## config.mk

```make
export PLATFORM = sky130hd
export DESIGN_NAME = viterbi_frame_ctrl_flat
export DESIGN_NICKNAME = d
export VERILOG_FILES = /design/src/rtl/viterbi_frame_ctrl_if.sv /design/src/rtl/viterbi_frame_ctrl.sv /design/src/flat_wrapper.sv
export SDC_FILE = /design/constraint.sdc
export NUM_CORES = 1
export LEC_CHECK = 0
export ABC_CLOCK_PERIOD_IN_PS = 1900
export CAP_MARGIN = 15
export CORE_ASPECT_RATIO = 0.9
export CORE_MARGIN = 2
export CORE_UTILIZATION = 35
export CTS_BUF_LIST = sky130_fd_sc_hd__clkbuf_8 sky130_fd_sc_hd__clkbuf_16
export DETAILED_ROUTE_END_ITERATION = 12
export GPL_TIMING_DRIVEN = 0
export SLEW_MARGIN = 20
export SYNTH_ARGS = -nofsm -noshare
export SYNTH_HDL_FRONTEND = slang
export SYNTH_SLANG_ARGS = --single-unit
```

## constraint.sdc

```tcl
create_clock -name clk -period 1.9 [get_ports clk]
set_input_delay 0.38 -clock clk [delete_from_list [all_inputs] [get_ports clk]]
set_output_delay 0.38 -clock clk [all_outputs]
set_load 0.02 [all_outputs]
```

## src/rtl/viterbi_frame_ctrl_if.sv

```systemverilog
// Symbol, survivor-memory, traceback and decoded-bit signals of the Viterbi frame sequencer.
// The controller drives through 'master'; the surrounding datapath or bench uses 'slave'.
interface viterbi_frame_ctrl_if #(
    parameter int ADDR_W = 4
);
    logic              sym_valid;
    logic              sym_ready;
    logic [1:0]        sym_in;
    logic [1:0]        bmu_din;
    logic              acs_en;
    logic              acs_init;
    logic              sm_wr_en;
    logic [ADDR_W-1:0] sm_wr_addr;
    logic              sm_rd_en;
    logic [ADDR_W-1:0] sm_rd_addr;
    logic              tb_start;
    logic              tb_bit;
    logic              out_valid;
    logic              out_ready;
    logic              out_bit;
    logic              out_last;
    logic              busy;

    modport master (
        input  sym_valid, sym_in, tb_bit, out_ready,
        output sym_ready, bmu_din, acs_en, acs_init, sm_wr_en, sm_wr_addr,
               sm_rd_en, sm_rd_addr, tb_start, out_valid, out_bit, out_last, busy
    );

    modport slave (
        output sym_valid, sym_in, tb_bit, out_ready,
        input  sym_ready, bmu_din, acs_en, acs_init, sm_wr_en, sm_wr_addr,
               sm_rd_en, sm_rd_addr, tb_start, out_valid, out_bit, out_last, busy
    );
endinterface

```

## src/rtl/viterbi_frame_ctrl.sv

```systemverilog
// Frame sequencer for a rate-1/2 K=3 Viterbi decoder: loads symbols, strobes ACS/survivor
// writes, walks survivor memory backwards and re-emits the decoded bits in forward order.
module viterbi_frame_ctrl #(
    parameter int FRAME_LEN = 8,
    parameter int TAIL      = 2,
    parameter int ADDR_W    = 4,
    parameter int TB_LAT    = 1
) (
    input  logic              clk,
    input  logic              rst,
    viterbi_frame_ctrl_if.master bus
);

    localparam logic [ADDR_W-1:0] LAST_STAGE = ADDR_W'(FRAME_LEN - 1);
    localparam logic [ADDR_W-1:0] LAST_OUT   = ADDR_W'(FRAME_LEN - TAIL - 1);
    localparam logic [ADDR_W-1:0] KEEP       = ADDR_W'(FRAME_LEN - TAIL);
    localparam logic [2:0]        LAST_DRAIN = 3'(TB_LAT - 1);

    typedef enum logic [2:0] {IDLE, LOAD, FLUSH, TRACE, DRAIN, EMIT} state_t;

    state_t            state, state_nxt;
    logic [ADDR_W-1:0] scnt, rcnt, kcnt;
    logic [2:0]        dcnt;
    logic              sym_ready_c, sym_hs, rd_en_c, out_hs;

    logic [1:0]        bmu_din_p0;
    logic              vld_p0, init_p0;
    logic [ADDR_W-1:0] wr_addr_p0;

    logic [TB_LAT-1:0] rd_vld_p;
    logic [ADDR_W-1:0] rd_addr_p [TB_LAT];
    logic [2**ADDR_W-1:0] rbuf;

    assign sym_ready_c = !rst && ((state == IDLE) || (state == LOAD));
    assign sym_hs      = bus.sym_valid && sym_ready_c;
    assign rd_en_c     = (state == TRACE);
    assign out_hs      = (state == EMIT) && bus.out_ready;

    always_ff @(posedge clk) begin
        if (rst) state <= IDLE;
        else     state <= state_nxt;
    end

    always_comb begin
        state_nxt = state;
        case (state)
            IDLE:  if (sym_hs) state_nxt = LOAD;
            LOAD:  if (sym_hs && (scnt == LAST_STAGE)) state_nxt = FLUSH;
            FLUSH: state_nxt = TRACE;
            TRACE: if (rcnt == '0) state_nxt = DRAIN;
            DRAIN: if (dcnt == LAST_DRAIN) state_nxt = EMIT;
            EMIT:  if (out_hs && (kcnt == LAST_OUT)) state_nxt = IDLE;
            default: state_nxt = IDLE;
        endcase
    end

    // Stage p0: symbol capture and per-symbol strobes; counters advance with their state.
    always_ff @(posedge clk) begin
        if (rst) begin
            scnt       <= '0;
            rcnt       <= '0;
            kcnt       <= '0;
            dcnt       <= '0;
            vld_p0     <= 1'b0;
            init_p0    <= 1'b0;
            bmu_din_p0 <= '0;
            wr_addr_p0 <= '0;
            rd_vld_p   <= '0;
        end else begin
            vld_p0  <= sym_hs;
            init_p0 <= sym_hs && (scnt == '0);
            if (sym_hs) begin
                bmu_din_p0 <= bus.sym_in;
                wr_addr_p0 <= scnt;
                scnt       <= (scnt == LAST_STAGE) ? '0 : scnt + 1'b1;
            end
            if (state == FLUSH)
                rcnt <= LAST_STAGE;
            else if (rd_en_c && (rcnt != '0))
                rcnt <= rcnt - 1'b1;
            if (state == DRAIN)
                dcnt <= (dcnt == LAST_DRAIN) ? '0 : dcnt + 1'b1;
            if (out_hs)
                kcnt <= (kcnt == LAST_OUT) ? '0 : kcnt + 1'b1;
            rd_vld_p[0] <= rd_en_c;
            for (int i = 1; i < TB_LAT; i++)
                rd_vld_p[i] <= rd_vld_p[i-1];
        end
    end

    // Stage p1..pTB_LAT: read address follows the traceback latency; tail stages are dropped.
    always_ff @(posedge clk) begin
        rd_addr_p[0] <= rcnt;
        for (int i = 1; i < TB_LAT; i++)
            rd_addr_p[i] <= rd_addr_p[i-1];
        if (!rst && rd_vld_p[TB_LAT-1] && (rd_addr_p[TB_LAT-1] < KEEP))
            rbuf[rd_addr_p[TB_LAT-1]] <= bus.tb_bit;
    end

    assign bus.sym_ready  = sym_ready_c;
    assign bus.bmu_din    = rst ? 2'b00 : bmu_din_p0;
    assign bus.acs_en     = vld_p0 && !rst;
    assign bus.sm_wr_en   = vld_p0 && !rst;
    assign bus.acs_init   = init_p0 && !rst;
    assign bus.sm_wr_addr = rst ? '0 : wr_addr_p0;
    assign bus.sm_rd_en   = rd_en_c && !rst;
    assign bus.sm_rd_addr = (rd_en_c && !rst) ? rcnt : '0;
    assign bus.tb_start   = rd_en_c && !rst && (rcnt == LAST_STAGE);
    assign bus.out_valid  = (state == EMIT) && !rst;
    assign bus.out_bit    = (state == EMIT) && !rst && rbuf[kcnt];
    assign bus.out_last   = (state == EMIT) && !rst && (kcnt == LAST_OUT);
    assign bus.busy       = (state != IDLE) && !rst;

endmodule

```

## src/flat_wrapper.sv

```systemverilog
// flat-port wrapper written by rule: the top's interface ports become plain ports
module viterbi_frame_ctrl_flat 
#(
    parameter int FRAME_LEN = 8,
    parameter int TAIL      = 2,
    parameter int ADDR_W    = 4,
    parameter int TB_LAT    = 1
)
  (clk, rst, bus_sym_valid, bus_sym_in, bus_tb_bit, bus_out_ready, bus_sym_ready, bus_bmu_din, bus_acs_en, bus_acs_init, bus_sm_wr_en, bus_sm_wr_addr, bus_sm_rd_en, bus_sm_rd_addr, bus_tb_start, bus_out_valid, bus_out_bit, bus_out_last, bus_busy);
  viterbi_frame_ctrl_if #(.ADDR_W(ADDR_W)) bus_i ();
  input  logic clk;
  input  logic rst;
  input wire logic [$bits(bus_i.sym_valid)-1:0] bus_sym_valid;
  input wire logic [$bits(bus_i.sym_in)-1:0] bus_sym_in;
  input wire logic [$bits(bus_i.tb_bit)-1:0] bus_tb_bit;
  input wire logic [$bits(bus_i.out_ready)-1:0] bus_out_ready;
  output wire logic [$bits(bus_i.sym_ready)-1:0] bus_sym_ready;
  output wire logic [$bits(bus_i.bmu_din)-1:0] bus_bmu_din;
  output wire logic [$bits(bus_i.acs_en)-1:0] bus_acs_en;
  output wire logic [$bits(bus_i.acs_init)-1:0] bus_acs_init;
  output wire logic [$bits(bus_i.sm_wr_en)-1:0] bus_sm_wr_en;
  output wire logic [$bits(bus_i.sm_wr_addr)-1:0] bus_sm_wr_addr;
  output wire logic [$bits(bus_i.sm_rd_en)-1:0] bus_sm_rd_en;
  output wire logic [$bits(bus_i.sm_rd_addr)-1:0] bus_sm_rd_addr;
  output wire logic [$bits(bus_i.tb_start)-1:0] bus_tb_start;
  output wire logic [$bits(bus_i.out_valid)-1:0] bus_out_valid;
  output wire logic [$bits(bus_i.out_bit)-1:0] bus_out_bit;
  output wire logic [$bits(bus_i.out_last)-1:0] bus_out_last;
  output wire logic [$bits(bus_i.busy)-1:0] bus_busy;
  assign bus_i.sym_valid = bus_sym_valid;
  assign bus_i.sym_in = bus_sym_in;
  assign bus_i.tb_bit = bus_tb_bit;
  assign bus_i.out_ready = bus_out_ready;
  assign bus_sym_ready = bus_i.sym_ready;
  assign bus_bmu_din = bus_i.bmu_din;
  assign bus_acs_en = bus_i.acs_en;
  assign bus_acs_init = bus_i.acs_init;
  assign bus_sm_wr_en = bus_i.sm_wr_en;
  assign bus_sm_wr_addr = bus_i.sm_wr_addr;
  assign bus_sm_rd_en = bus_i.sm_rd_en;
  assign bus_sm_rd_addr = bus_i.sm_rd_addr;
  assign bus_tb_start = bus_i.tb_start;
  assign bus_out_valid = bus_i.out_valid;
  assign bus_out_bit = bus_i.out_bit;
  assign bus_out_last = bus_i.out_last;
  assign bus_busy = bus_i.busy;
  viterbi_frame_ctrl #(.FRAME_LEN(FRAME_LEN), .TAIL(TAIL), .ADDR_W(ADDR_W), .TB_LAT(TB_LAT)) u_core (.clk(clk), .rst(rst), .bus(bus_i));
endmodule
```

==> results of run 1 <==
==> registers in the layout (all words and copies together) (netlist names) <==
name / cells
u_core.rd_addr_p: 4
u_core.rbuf: 16
u_core.scnt: 4
u_core.rcnt: 4
u_core.vld_p0: 1
u_core.bmu_din_p0: 2
u_core.kcnt: 4
u_core.init_p0: 1
u_core.state: 3
u_core.rd_vld_p: 1
u_core.dcnt: 3
u_core.wr_addr_p0: 4
==> stage by stage <==
step                      total power, mW  setup slack [ps]  cell area [um2]  hold slack, ps
after CTS                            1.83              -231             2690             419
after global placement               1.23             -1150             2530             395
final                                1.80              -234             2760             406
after floorplan                      1.18              31.6             2180             367
after detailed placement             1.23             -1160             2530             396
after global routing                 1.87              -277             2760             428
==> per-layer routing <==
layer / share of wire (%) / up-vias
li1: - / 799
met1: 49 / 731
met2: 46 / 23
met3: 3.6 / 5
met4: 0.98 / 0
met5: 0 / -
==> synthesized netlist by cell type, types with 3 or more instances <==
cell type	instances	area [um2]
nor3_1	6	30.0
mux2i_1	7	70.1
nor2b_1	8	50.1
nand2b_1	9	56.3
nand4_1	5	31.3
nor2_1	21	78.8
edfxtp_1	16	480
dfxtp_1	31	621
inv_1	7	26.3
and3_1	3	18.8
nor3b_1	3	22.5
clkbuf_1	4	15.0
and2_1	3	18.8
nand3_1	3	15.0
ha_1	6	75.1
nand2_1	8	30.0
buf_4	4	30.0
mux2_2	7	78.8
xnor2_1	3	26.3
a21oi_1	11	55.1
==> power by group <==
group          leakage [nW]  internal [mW]  switching, mW
Clock                0.0460          0.257          0.338
Combinational         0.641         0.0560         0.0695
Sequential            0.405           1.07         0.0155
==> what timing repair did <==
| action | in CTS | in global routing |
|---|---|---|
| endpoints found under the setup margin | 29 | 9 |
| pin swaps | 4 | 4 |
| gates resized for setup | 58 | 18 |
| setup buffers | 4 | 3 |
| gates cloned | 0 | 0 |
==> cell families after synthesis <==
group                      share of synthesized area (%)
AOI/OAI and AO/OA                                   7.19
DFF                                                 51.4
buffers and inverters                               3.80
other                                              0.175
and+or+nand+nor                                     22.8
muxes                                               9.06
xor gates and xnor gates                            2.05
adders and majority gates                           3.51
==> worst max-delay path: cells and delay by family, from the launching register on <==
| family | cells | cell delay [ps] |
|---|---|---|
| multiplexers | 1 | 490 |
| AND/OR/NAND/NOR | 1 | 160 |
| buffers and inverters | 2 | 270 |
| flip-flops | 1 | 360 |
| AO/OA/AOI/OAI | 2 | 180 |
==> worst paths after layout <==
| kind | from | endpoint | slack (ps) | depth (start not counted) |
|---|---|---|---|---|
| hold reg to reg | u_core.rcnt[1] | u_core.rd_addr_p[0][1] | 410 | 0 |
| setup reg to reg | u_core.rcnt[0] | u_core.rcnt[1] | 140 | 6 |
| setup / recovery | u_core.kcnt[1] | bus_out_bit | -230 | 6 |
| hold / removal | u_core.rcnt[1] | u_core.rd_addr_p[0][1] | 410 | 0 |
==> cell type report <==
| type | count | area, um2 | share of cell area, % |
|---|---|---|---|
| Clock buffer | 5 | 68.8 | 2.49 |
| Inverter | 7 | 26.3 | 0.951 |
| Buffer | 10 | 93.8 | 3.40 |
| Tap cell | 72 | 90.1 | 3.26 |
| Timing Repair Buffer | 33 | 290 | 10.5 |
| Clock inverter | 3 | 17.5 | 0.634 |
| Multi-Input combinational cell | 144 | 1070 | 38.7 |
| Sequential cell | 47 | 1110 | 40.1 |
==> results by group, run 1 <==
Global routing
  • First-pass GRT wire length: 7.17 mm
  • Met1 Usage GRT: 19.7%
  • Met3 Use GR: 2.94%
  • GR Layer Usage met2: 19.8%
  • Total congestion overflow: 0
  • Largest net degree at the start of global routing: 17
  • Most Crowded Layer GR: met2
  • Number of global-route vias before repair: 1,428
  • All-Layer GR Usage: 13.4%
  • Initial antenna violation count: 0

Floorplan
  • Chip Width: 86.4 um
  • Core footprint: 6010 um2
  • I/O pin total: 27
  • DIE AREA: 6760 um2
  • Row Count: 27
  • Die Y: 78.2 um
  • Initial Util: 35.6%

Job
  • Max-cap violation count: 0

Logic synthesis
  • Post-synth top flop: dfxtp_1
  • Number of synthesized register bits: 47
  • Yosys warning total: 0
  • Post-synth ARST share: 0%
  • Netlist cell types: 47
  • Post-Syn Instances: 199
  • EDFF count, synth: 16
  • Average size of a mapped cell: 10.8 um2
  • Post-synthesis instance area: 2140 um2
  • Sequential cell area fraction in the yosys report: 51.4%

Placement
  • Post-DP HPWL: 2.91 mm
  • Placed cell count: 306
  • GPL Wtd Cong: 0.760
  • Input/output buffers: 26

STA
  • Max Freq: 469 MHz
  • RSZ-0062 raised after global routing: yes
  • Clock Skew: 6.86 ps
  • Setup slack after layout: -234 ps
  • Pins Over Slew Limit: 0
  • Final hold violations: 0
  • Slew margin rel.: 65.2%
  • Tmin final: 2130 ps
  • Period utilization: 112%
  • Worst-margin pin slew: 515 ps
  • Setup-failing EPs final: 2
  • Total negative slack: -381 ps

Clocking
  • Clock Pin Slew Worst Setup and Hold Paths: 90 ps
  • Total CTS buffers: 5
  • CTS Hold Buffers Added: 0
  • CTS tree: yes
  • H-tree depth: 2
  • Root buf cell: clkbuf_8
  • Deepest clock path buffer count: 2
  • Worst skew pair latency: 300 ps
  • Clock Sinks: 47

Layout
  • Ant diodes: 0
  • Fillers: 599
  • Post-Layout Cell Count: 321
  • Most common cell after layout, fill and taps aside: dfxtp_1
  • Post-layout utilization of the core: 46.0%
  • Fraction of layout cells with a size suffix above 1: 22.9%
  • Commonest cells after routing, fill and taps aside: dfxtp_1 (27), nor2_1 (19), edfxtp_1 (16), dlygate4sd2_1 (13), a21oi_1 (11)
  • Layout net count: 261
  • Layout area overhead: 29.1%

Setup path
  • Max Fanout on Critical Path: 2
  • Critical Path AT: 1750 ps
  • CP cell instances: buf_6, mux4_2, nand2b_4, o2111ai_2, a21boi_1, buf_4
  • Setup crit end kind: output pin
  • Max stage delay on crit path: 490 ps
  • Critical-path top delay cell: mux4_2
  • Setup Crit Path Kind: reg2out
  • CP Data Required Time: 1520 ps
  • Type of origin of the critical path: flip-flop

Route
  • Final ANT Viol Nets: 0
  • DR iter-0 viols: 37
  • DR pass1 iterations: 4
  • Total wire length: 4.27 mm
  • Via count: 1,558
  • # DRC: 0
  • Wire length per cell: 13.3 um
  • Avg Vias per Cell: 4.85

Outcome
  • Status: finished with violations
  • Failing checks: setup timing

Power
  • VDD IR max: 0.373 mV
  • Pwr/cell area: 653 nW/um2
  • Leak: 1.09 nW

Hold path
  • Hold Crit Class: reg2reg
(Power assumes the default switching activity.)
==> inputs of run 2 (changes only) <==
--- a/config.mk
+++ b/config.mk
@@ -12,7 +12,6 @@
 export CORE_UTILIZATION = 35
 export CTS_BUF_LIST = sky130_fd_sc_hd__clkbuf_8 sky130_fd_sc_hd__clkbuf_16
 export DETAILED_ROUTE_END_ITERATION = 12
-export GPL_TIMING_DRIVEN = 0
 export SLEW_MARGIN = 20
 export SYNTH_ARGS = -nofsm -noshare
 export SYNTH_HDL_FRONTEND = slang
==> results by group, run 2 (synthesized netlist as in run 1, its figures left out) <==
Outcome
  • Status: finished with violations
  • Failing checks: setup timing

Power
  • VDD IR max: 0.417 mV
  • Pwr/cell area: 651 nW/um2
  • Leak: 1.13 nW
  • Tot Pwr: 1.82 mW

Setup path
  • CP cell instances: buf_12, mux4_2, o211ai_1, a21boi_1, buf_2
  • Critical Path AT: 1720 ps
  • Max Fanout on Critical Path: 5
  • Crit path buf inv count: 2
  • Cell family with most CP delay: multiplexers
  • Type of origin of the critical path: flip-flop
  • Critical-path top delay cell: mux4_2
  • Max stage delay on crit path: 480 ps
  • Setup crit end kind: output pin
  • CP Data Required Time: 1520 ps
  • Setup Crit Path Kind: reg2out

Layout
  • Layout net count: 269
  • Ant diodes: 0
  • Register area: 1100 um2
  • Fillers: 564
  • Commonest cells after routing, fill and taps aside: dfxtp_1 (30), buf_4 (22), nor2_1 (19), edfxtp_1 (16), dlygate4sd2_1 (14)
  • Area of the multi-input gates: 1050 um2
  • Layout area overhead: 30.4%
  • Most common cell after layout, fill and taps aside: dfxtp_1
  • Post-layout utilization of the core: 46.4%
  • Max reg flops: 16
  • Fraction of layout cells with a size suffix above 1: 23.7%

Hold path
  • Hold Crit Class: reg2reg

Placement
  • Post-DP HPWL: 2.84 mm
  • Dpl ws: -565 ps
  • Input/output buffers: 26
  • GPL Wtd Cong: 0.756

Clocking
  • Total CTS buffers: 5
  • CTS tree: yes
  • Root buf cell: clkbuf_8
  • Clock Sinks: 47
  • CTS Hold Buffers Added: 0
  • H-tree depth: 2
  • Clock Pin Slew Worst Setup and Hold Paths: 100 ps
  • Worst skew pair latency: 310 ps
  • Deepest clock path buffer count: 2

Route
  • Wire length per cell: 12.6 um
  • Via count: 1,578
  • DR iter-0 viols: 64
  • DR pass1 iterations: 4
  • Total wire length: 4.15 mm
  • Final ANT Viol Nets: 0
  • Avg Vias per Cell: 4.80
  • # DRC: 0

Global routing
  • Total congestion overflow: 0
  • Initial antenna violation count: 0
  • First-pass GRT wire length: 6.80 mm
  • Largest net degree at the start of global routing: 33
  • All-Layer GR Usage: 12.8%
  • Number of global-route vias before repair: 1,454

Floorplan
  • Chip Width: 86.4 um
  • I/O pin total: 27
  • Row Count: 27
  • DIE AREA: 6760 um2
  • Core footprint: 6010 um2
  • Die Y: 78.2 um
  • Initial Util: 35.6%

Job
  • Max-cap violation count: 0

STA
  • Setup slack after layout: -202 ps
  • Setup-failing EPs final: 2
  • Post-Route Hold Slack: 420 ps
  • Period utilization: 111%
  • Pins Over Slew Limit: 0
  • Max Freq: 476 MHz
  • Final hold violations: 0
  • RSZ-0062 raised after global routing: yes
  • Tmin final: 2100 ps
  • Clock Skew: 11.7 ps
run 2: final cells by class:
| cell class | count | share of cell area, % |
|---|---|---|
| clock buffers | 5 | 2.47 |
| clock inverters | 3 | 0.672 |
| inverters | 7 | 0.941 |
| multi-input cells | 144 | 37.5 |
| flip-flops and latches | 47 | 39.6 |
| well taps | 72 | 3.23 |
| repair buffers | 51 | 15.6 |
run 2: report_power, final:
| group | leakage (nW) | switching [mW] | internal (mW) |
|---|---|---|---|
| clock | 0.0503 | 0.348 | 0.261 |
| sequential | 0.404 | 0.0114 | 1.07 |
| combinational | 0.675 | 0.0705 | 0.0591 |
run 2: final timing paths:
check | slack [ps] | startpoint | endpoint | cells after the start
hold / removal | 420 | u_core.rcnt[0] | u_core.rd_addr_p[0][0] | 0
hold reg to reg | 420 | u_core.rcnt[0] | u_core.rd_addr_p[0][0] | 0
setup reg to reg | 130 | u_core.kcnt[1] | u_core.state[0] | 8
setup / recovery | -200 | u_core.kcnt[1] | bus_out_bit | 5
run 2: through the flow:
stage | cell area (um2) | instances | setup TNS (ps)
floorplan | 2180 | 208 | 0
global placement | 2660 | 319 | -9120
detailed placement | 2660 | 319 | -9250
CTS | 2740 | 327 | -239
global route | 2790 | 329 | -431
finish | 2790 | 329 | -269
run 2: metal layers:
metal,track usage (%),vias up,wire length [um]
met5,0,-,0
met4,5.00,0,51
met3,3.15,5,119
met2,19.2,20,1940
met1,17.7,743,2040
li1,-,810,-
run 2: what timing repair did:
action                     CTS  global route
gates resized for setup     43            15
gates cloned                 0             0
setup buffers                0             2
pin swaps                    0             1
setup endpoints to repair   20             8
==> inputs of run 3 (changes only) <==
--- a/config.mk
+++ b/config.mk
@@ -12,7 +12,6 @@
 export CORE_UTILIZATION = 35
 export CTS_BUF_LIST = sky130_fd_sc_hd__clkbuf_8 sky130_fd_sc_hd__clkbuf_16
 export DETAILED_ROUTE_END_ITERATION = 12
-export SLEW_MARGIN = 20
 export SYNTH_ARGS = -nofsm -noshare
 export SYNTH_HDL_FRONTEND = slang
 export SYNTH_SLANG_ARGS = --single-unit
==> results of run 3 <==
Final layout, timing and power as in run 2 (identical DEF).
